[config.mk]
export PLATFORM = sky130hd
export DESIGN_NAME = arrow_spawn_scheduler_flat
export DESIGN_NICKNAME = d
export VERILOG_FILES = /design/src/rtl/arrow_spawn_if.sv /design/src/rtl/arrow_spawn_scheduler.sv /design/src/flat_wrapper.sv
export SDC_FILE = /design/constraint.sdc
export NUM_CORES = 1
export LEC_CHECK = 0
export BUFFER_PORTS_ARGS = -buffer_cell sky130_fd_sc_hd__buf_2
export CAP_MARGIN = 20
export CORE_MARGIN = 4
export CORE_UTILIZATION = 25
export DETAILED_ROUTE_END_ITERATION = 10
export PLACE_DENSITY = 0.45
export SETUP_SLACK_MARGIN = 0.3
export SLEW_MARGIN = 20
export SYNTH_ARGS = -nofsm -noshare
export SYNTH_HDL_FRONTEND = slang
export SYNTH_SLANG_ARGS = --single-unit
[constraint.sdc]
create_clock -name clk -period 2.8 [get_ports clk]
set_clock_uncertainty 0.15 [all_clocks]
set_input_delay 0.42 -clock clk [delete_from_list [all_inputs] [get_ports clk]]
set_output_delay 0.42 -clock clk [all_outputs]
set_load 0.01 [all_outputs]
[src/rtl/arrow_spawn_if.sv]
// Handshake bundle between the arrow spawn scheduler and its environment
// (song control, random source and arrow lanes).
interface arrow_spawn_if;
  logic        start;
  logic        stop;
  logic [17:0] rnd;
  logic        rnd_adv;
  logic [3:0]  lane_ready;
  logic [3:0]  spawn;
  logic        busy;
  logic        done;
  logic [7:0]  spawn_count;
  logic [7:0]  drop_count;

  // Environment side: drives song control, random word and lane readiness
  modport master (
    output start, stop, rnd, lane_ready,
    input  rnd_adv, spawn, busy, done, spawn_count, drop_count
  );

  // Scheduler side
  modport slave (
    input  start, stop, rnd, lane_ready,
    output rnd_adv, spawn, busy, done, spawn_count, drop_count
  );
endinterface

[src/rtl/arrow_spawn_scheduler.sv]
// Beat-paced note scheduler: waits a random number of beats, draws a lane,
// and spawns an arrow on the first ready lane (dropping after four tries).
module arrow_spawn_scheduler #(
  parameter int unsigned TICK_DIV = 25,
  parameter int unsigned GAP_MIN  = 2,
  parameter logic [3:0]  GAP_MASK = 4'hF,
  parameter int unsigned NOTES    = 64
) (
  input  logic         clk,
  input  logic         reset,
  arrow_spawn_if.slave bus
);

  localparam int unsigned DIV_W = (TICK_DIV > 1) ? $clog2(TICK_DIV) : 1;
  localparam int unsigned GAP_W = 5;
  localparam int unsigned CNT_W = 8;
  localparam int unsigned TOT_W = CNT_W + 1;

  typedef enum logic [2:0] {
    S_IDLE  = 3'd0,
    S_WAIT  = 3'd1,
    S_DRAW  = 3'd2,
    S_ISSUE = 3'd3,
    S_DONE  = 3'd4
  } state_t;

  state_t             state_q, state_d;
  logic [DIV_W-1:0]   div_q, div_d;
  logic [GAP_W-1:0]   gap_q, gap_d;
  logic [1:0]         lane_q, lane_d;
  logic [3:0]         extra_q, extra_d;
  logic [1:0]         tries_q, tries_d;
  logic [CNT_W-1:0]   spawn_cnt_q, spawn_cnt_d;
  logic [CNT_W-1:0]   drop_cnt_q, drop_cnt_d;

  logic [3:0]         spawn_c;
  logic               adv_c;
  logic               done_c;
  logic               note_end;
  logic [TOT_W-1:0]   notes_after;
  logic               unused_rnd;

  assign unused_rnd  = ^bus.rnd[17:6];
  assign notes_after = TOT_W'(spawn_cnt_q) + TOT_W'(drop_cnt_q) + TOT_W'(1);

  // State and datapath registers
  always_ff @(posedge clk) begin
    if (reset) begin
      state_q     <= S_IDLE;
      div_q       <= '0;
      gap_q       <= '0;
      lane_q      <= '0;
      extra_q     <= '0;
      tries_q     <= '0;
      spawn_cnt_q <= '0;
      drop_cnt_q  <= '0;
    end else begin
      state_q     <= state_d;
      div_q       <= div_d;
      gap_q       <= gap_d;
      lane_q      <= lane_d;
      extra_q     <= extra_d;
      tries_q     <= tries_d;
      spawn_cnt_q <= spawn_cnt_d;
      drop_cnt_q  <= drop_cnt_d;
    end
  end

  // Next-state and output decode; abort (stop or reset) suppresses every pulse
  always_comb begin
    state_d     = state_q;
    div_d       = div_q;
    gap_d       = gap_q;
    lane_d      = lane_q;
    extra_d     = extra_q;
    tries_d     = tries_q;
    spawn_cnt_d = spawn_cnt_q;
    drop_cnt_d  = drop_cnt_q;
    spawn_c     = 4'b0000;
    adv_c       = 1'b0;
    done_c      = 1'b0;
    note_end    = 1'b0;

    if (reset || (bus.stop && (state_q != S_IDLE))) begin
      state_d = S_IDLE;
    end else begin
      unique case (state_q)
        S_IDLE: begin
          if (bus.start && !bus.stop) begin
            state_d     = S_WAIT;
            gap_d       = GAP_W'(GAP_MIN);
            div_d       = '0;
            spawn_cnt_d = '0;
            drop_cnt_d  = '0;
          end
        end

        S_WAIT: begin
          if (div_q == DIV_W'(TICK_DIV - 1)) begin
            div_d = '0;
            if (gap_q == GAP_W'(1)) begin
              state_d = S_DRAW;
            end else begin
              gap_d = gap_q - GAP_W'(1);
            end
          end else begin
            div_d = div_q + DIV_W'(1);
          end
        end

        // Lane and extra gap come from the word present before the advance
        S_DRAW: begin
          adv_c   = 1'b1;
          lane_d  = bus.rnd[1:0];
          extra_d = bus.rnd[5:2] & GAP_MASK;
          tries_d = '0;
          state_d = S_ISSUE;
        end

        S_ISSUE: begin
          if (bus.lane_ready[lane_q]) begin
            spawn_c     = 4'b0001 << lane_q;
            spawn_cnt_d = spawn_cnt_q + CNT_W'(1);
            note_end    = 1'b1;
          end else if (tries_q == 2'd3) begin
            drop_cnt_d = drop_cnt_q + CNT_W'(1);
            note_end   = 1'b1;
          end else begin
            lane_d  = lane_q + 2'd1;
            tries_d = tries_q + 2'd1;
          end

          if (note_end) begin
            if (notes_after >= TOT_W'(NOTES)) begin
              state_d = S_DONE;
            end else begin
              state_d = S_WAIT;
              gap_d   = GAP_W'(GAP_MIN) + GAP_W'(extra_q);
              div_d   = '0;
            end
          end
        end

        S_DONE: begin
          done_c  = 1'b1;
          state_d = S_IDLE;
        end

        default: state_d = S_IDLE;
      endcase
    end
  end

  assign bus.spawn       = spawn_c;
  assign bus.rnd_adv     = adv_c;
  assign bus.done        = done_c;
  assign bus.busy        = (state_q != S_IDLE);
  assign bus.spawn_count = spawn_cnt_q;
  assign bus.drop_count  = drop_cnt_q;

endmodule
[src/flat_wrapper.sv]
// flat-port wrapper written by rule: the top's interface ports become plain ports
module arrow_spawn_scheduler_flat 
#(
  parameter int unsigned TICK_DIV = 25,
  parameter int unsigned GAP_MIN  = 2,
  parameter logic [3:0]  GAP_MASK = 4'hF,
  parameter int unsigned NOTES    = 64
)
  (clk, reset, bus_start, bus_stop, bus_rnd, bus_lane_ready, bus_rnd_adv, bus_spawn, bus_busy, bus_done, bus_spawn_count, bus_drop_count);
  arrow_spawn_if bus_i ();
  input  logic clk;
  input  logic reset;
  input wire logic [$bits(bus_i.start)-1:0] bus_start;
  input wire logic [$bits(bus_i.stop)-1:0] bus_stop;
  input wire logic [$bits(bus_i.rnd)-1:0] bus_rnd;
  input wire logic [$bits(bus_i.lane_ready)-1:0] bus_lane_ready;
  output wire logic [$bits(bus_i.rnd_adv)-1:0] bus_rnd_adv;
  output wire logic [$bits(bus_i.spawn)-1:0] bus_spawn;
  output wire logic [$bits(bus_i.busy)-1:0] bus_busy;
  output wire logic [$bits(bus_i.done)-1:0] bus_done;
  output wire logic [$bits(bus_i.spawn_count)-1:0] bus_spawn_count;
  output wire logic [$bits(bus_i.drop_count)-1:0] bus_drop_count;
  assign bus_i.start = bus_start;
  assign bus_i.stop = bus_stop;
  assign bus_i.rnd = bus_rnd;
  assign bus_i.lane_ready = bus_lane_ready;
  assign bus_rnd_adv = bus_i.rnd_adv;
  assign bus_spawn = bus_i.spawn;
  assign bus_busy = bus_i.busy;
  assign bus_done = bus_i.done;
  assign bus_spawn_count = bus_i.spawn_count;
  assign bus_drop_count = bus_i.drop_count;
  arrow_spawn_scheduler #(.TICK_DIV(TICK_DIV), .GAP_MIN(GAP_MIN), .GAP_MASK(GAP_MASK), .NOTES(NOTES)) u_core (.clk(clk), .reset(reset), .bus(bus_i));
endmodule
==> results.json <==
{
  "outcome": "finished, final reports clean",
  "yosys_register_bits": 37,
  "syn_nets": 320,
  "path_class": "flop to output port",
  "crit_path_cell_trace": "mux4_2, and3_2, and2_1, buf_2",
  "start_util_pct": 25.7,
  "starting_drc_count_in_detailed_routing": 85,
  "number_of_global_route_vias_before_repair": 1939,
  "fillers": 957,
  "cell_depth_of_the_worst_setup_path": 4,
  "die_area_um2": 10600,
  "synth.avg_cell_area_um2": 8.25,
  "root_buffer_master": "clkbuf_8",
  "synth.area.top_cells": "dfxtp_1, ha_1, nor2_1",
  "synth_warnings": 0,
  "peak_ir_drop_on_the_vdd_network_mv": 0.132,
  "finalWorstPathRequiredPeriod_ps": 2420,
  "instance_count_after_placement_with_tap_cells_included": 417,
  "cp_data_required_time_ps": 2230,
  "worst_pin_slew_ps": 554,
  "vias_cell": 4.82,
  "design.portCount": 49,
  "wire_length_of_the_first_global_routing_pass_um": 9640,
  "max-slew-margin-rel_pct": 62.8,
  "final_antenna_net_count": 0,
  "worst_path_largest_cell_delay_ps": 580,
  "antenna_found_initial": 0,
  "final_tns_setup_ps": 0,
  "worst_path_max_fanout": 6,
  "ys_async_sr_fraction_pct": 0,
  "max_cap_violations": 0,
  "rows": 34,
  "finalPower_mw": 1.04,
  "first_pass_iters": 4,
  "globalplace.congestion": 0.812,
  "synth_cell_type_count": 44,
  "pwr_density_cell_nw_per_um2": 372,
  "syn-cell-area_um2": 2250,
  "timing.final.crit_share_pct": 86.5,
  "worst_skew_pair.late_latency_ps": 290,
  "path_clk_slew_ps": 80,
  "grt_overflow": 0,
  "grt_overall_usage_pct": 11.4,
  "cellLeakagePower_nw": 1.22,
  "synthCells": 273,
  "synth.yosys.seq_area_share_pct": 32.9,
  "critPathBufInv": 1,
  "synthMostInstantiatedCell": "dfxtp_1",
  "arrival_ps": 1850,
  "share_of_layout_cells_above_drive_strength_1_pct": 24.4,
  "detail_route.wl_per_cell_um": 13.2,
  "rsz0062_at_grt": "true",
  "area_growth_pct": 24.2,
  "maxSlewViolCount": 0,
  "dp_hpwl_um": 4250,
  "critical_path_slowest_stage_cell": "mux4_2",
  "count_of_vias_placed_by_the_detailed_router": 2065,
  "timing.final.hold_violations": 0,
  "clock-sinks": 37,
  "count_of_non_filler_cells_in_the_finished_layout": 428,
  "num-nets-final": 366,
  "diodes": 0,
  "cts-buffers-inserted": 5,
  "htree_levels": 2,
  "tritoncts": "done",
  "yosys.area.top_type": "dfxtp_1",
  "reg2reg_depth": 10,
  "cp-start-kind": "flop",
  "synth-main-ff-cell": "dfxtp_1",
  "cp_top_family": "multiplexers",
  "port_buffers": 36,
  "grt_max_degree": 24,
  "post-route-drc-count": 0,
  "instance_count_along_the_most_critical_hold_path": 3,
  "achievable-frequency_mhz": 413,
  "finalSetupViolations": 0,
  "synth_edf_count": 0,
  "die_height_um": 103,
  "hold_path.class": "input pin to flop",
  "die_width_um": 103,
  "synthDominantCellAreaShare_pct": 32.9,
  "endpoint_kind": "output port",
  "cts_buffer_depth": 2,
  "routed_wl_um": 5640,
  "synthTopCellsByCount": "dfxtp_1, nor2_1, nand2_1",
  "fp.coreArea_um2": 8760
}
## per-layer routing
metal,vias to the layer above,track usage (%),wire (um)
met1,962,15.9,2880
met3,5,2.10,173
met5,-,0,0
met2,32,17.6,2530
li1,1066,-,-
met4,0,3.59,54
## worst paths after layout
check / startpoint / end / slack (ps)
max: u_core.lane_q[0]$_SDFFE_PP0P_ / bus_spawn[0] / 380
min: bus_rnd[4] / u_core.extra_q[2]$_SDFFE_PP0P_ / 170
min reg2reg: u_core.extra_q[2]$_SDFFE_PP0P_ / u_core.extra_q[2]$_SDFFE_PP0P_ / 340
max reg2reg: u_core.bus.drop_count[0]$_SDFFE_PP0P_ / u_core.gap_q[1]$_SDFFE_PP0P_ / 430
## logic make-up (layout without fill, tap and decap cells)
| family | count (synthesis) | after routing | synth area share [%] |
|---|---|---|---|
| xor gates and xnor gates | 14 | 14 | 5.44 |
| and+or+nand+nor | 117 | 117 | 27.5 |
| muxes | 2 | 2 | 1.44 |
| DFF | 37 | 37 | 32.9 |
| buffers and inverters | 19 | 66 | 3.22 |
| AOI/OAI and AO/OA | 63 | 63 | 17.5 |
| adders and majority gates | 21 | 21 | 12.0 |
## cell type report
cell class | instances | area (um2) | area share (%)
timing repair buffer | 47 | 267 | 9.53
tap | 108 | 135 | 4.83
clock inverter | 2 | 10.0 | 0.358
clock buffer | 6 | 72.6 | 2.59
multi-input combinational | 217 | 1520 | 54.4
sequential | 37 | 749 | 26.8
inverter | 11 | 41.3 | 1.48
## sequential cells by signal, indices dropped and copies added, names as in the netlist
signal and flops:
u_core.bus.drop_count 8, u_core.bus.spawn_count 8, u_core.div_q 5, u_core.gap_q 5
u_core.extra_q 4, u_core.state_q 3, u_core.lane_q 2, u_core.tries_q 2
## stage by stage
| step | setup slack (ps) | hold slack, ps | utilization, % | instance area, um2 |
|---|---|---|---|---|
| after floorplan | 362 | 300 | - | 2250 |
| after global placement | 172 | 321 | 29.6 | 2600 |
| after detailed placement | 142 | 334 | 29.6 | 2600 |
| after CTS | 287 | 163 | 31.0 | 2720 |
| after global routing | 271 | 168 | 31.9 | 2800 |
| final | 379 | 174 | 31.9 | 2800 |
## worst min-delay path: stages
cell     delay [ps]
buf_2            70
nand2_1          30
o21ai_0          50
## where the power goes
part | switching, mW | internal (mW)
Sequential | 0.0152 | 0.535
Combinational | 0.0673 | 0.0540
Clock | 0.197 | 0.173
Total | 0.279 | 0.762
## repair_timing
| item | 4_1_cts | 5_1_grt |
|---|---|---|
| setup buffers | 0 | 3 |
| resized for setup | 12 | 15 |
| hold buffers | 0 | 0 |
| pin swaps | 0 | 12 |
| cloned | 0 | 0 |
| setup endpoints to repair | 13 | 16 |
## cell usage in the layout, fill, tap and decap left out, drive strengths merged, types with 6 or more instances in the layout
cell / n
nand2: 22
o21ai: 17
nor3: 8
xor2: 11
inv: 11
and2: 8
nand3: 6
nand4: 6
buf: 47
nand2b: 7
nor2: 30
clkbuf: 6
ha: 20
a21oi: 20
dfxtp: 37
nor2b: 6
Power figures use the tool's default switching activity.
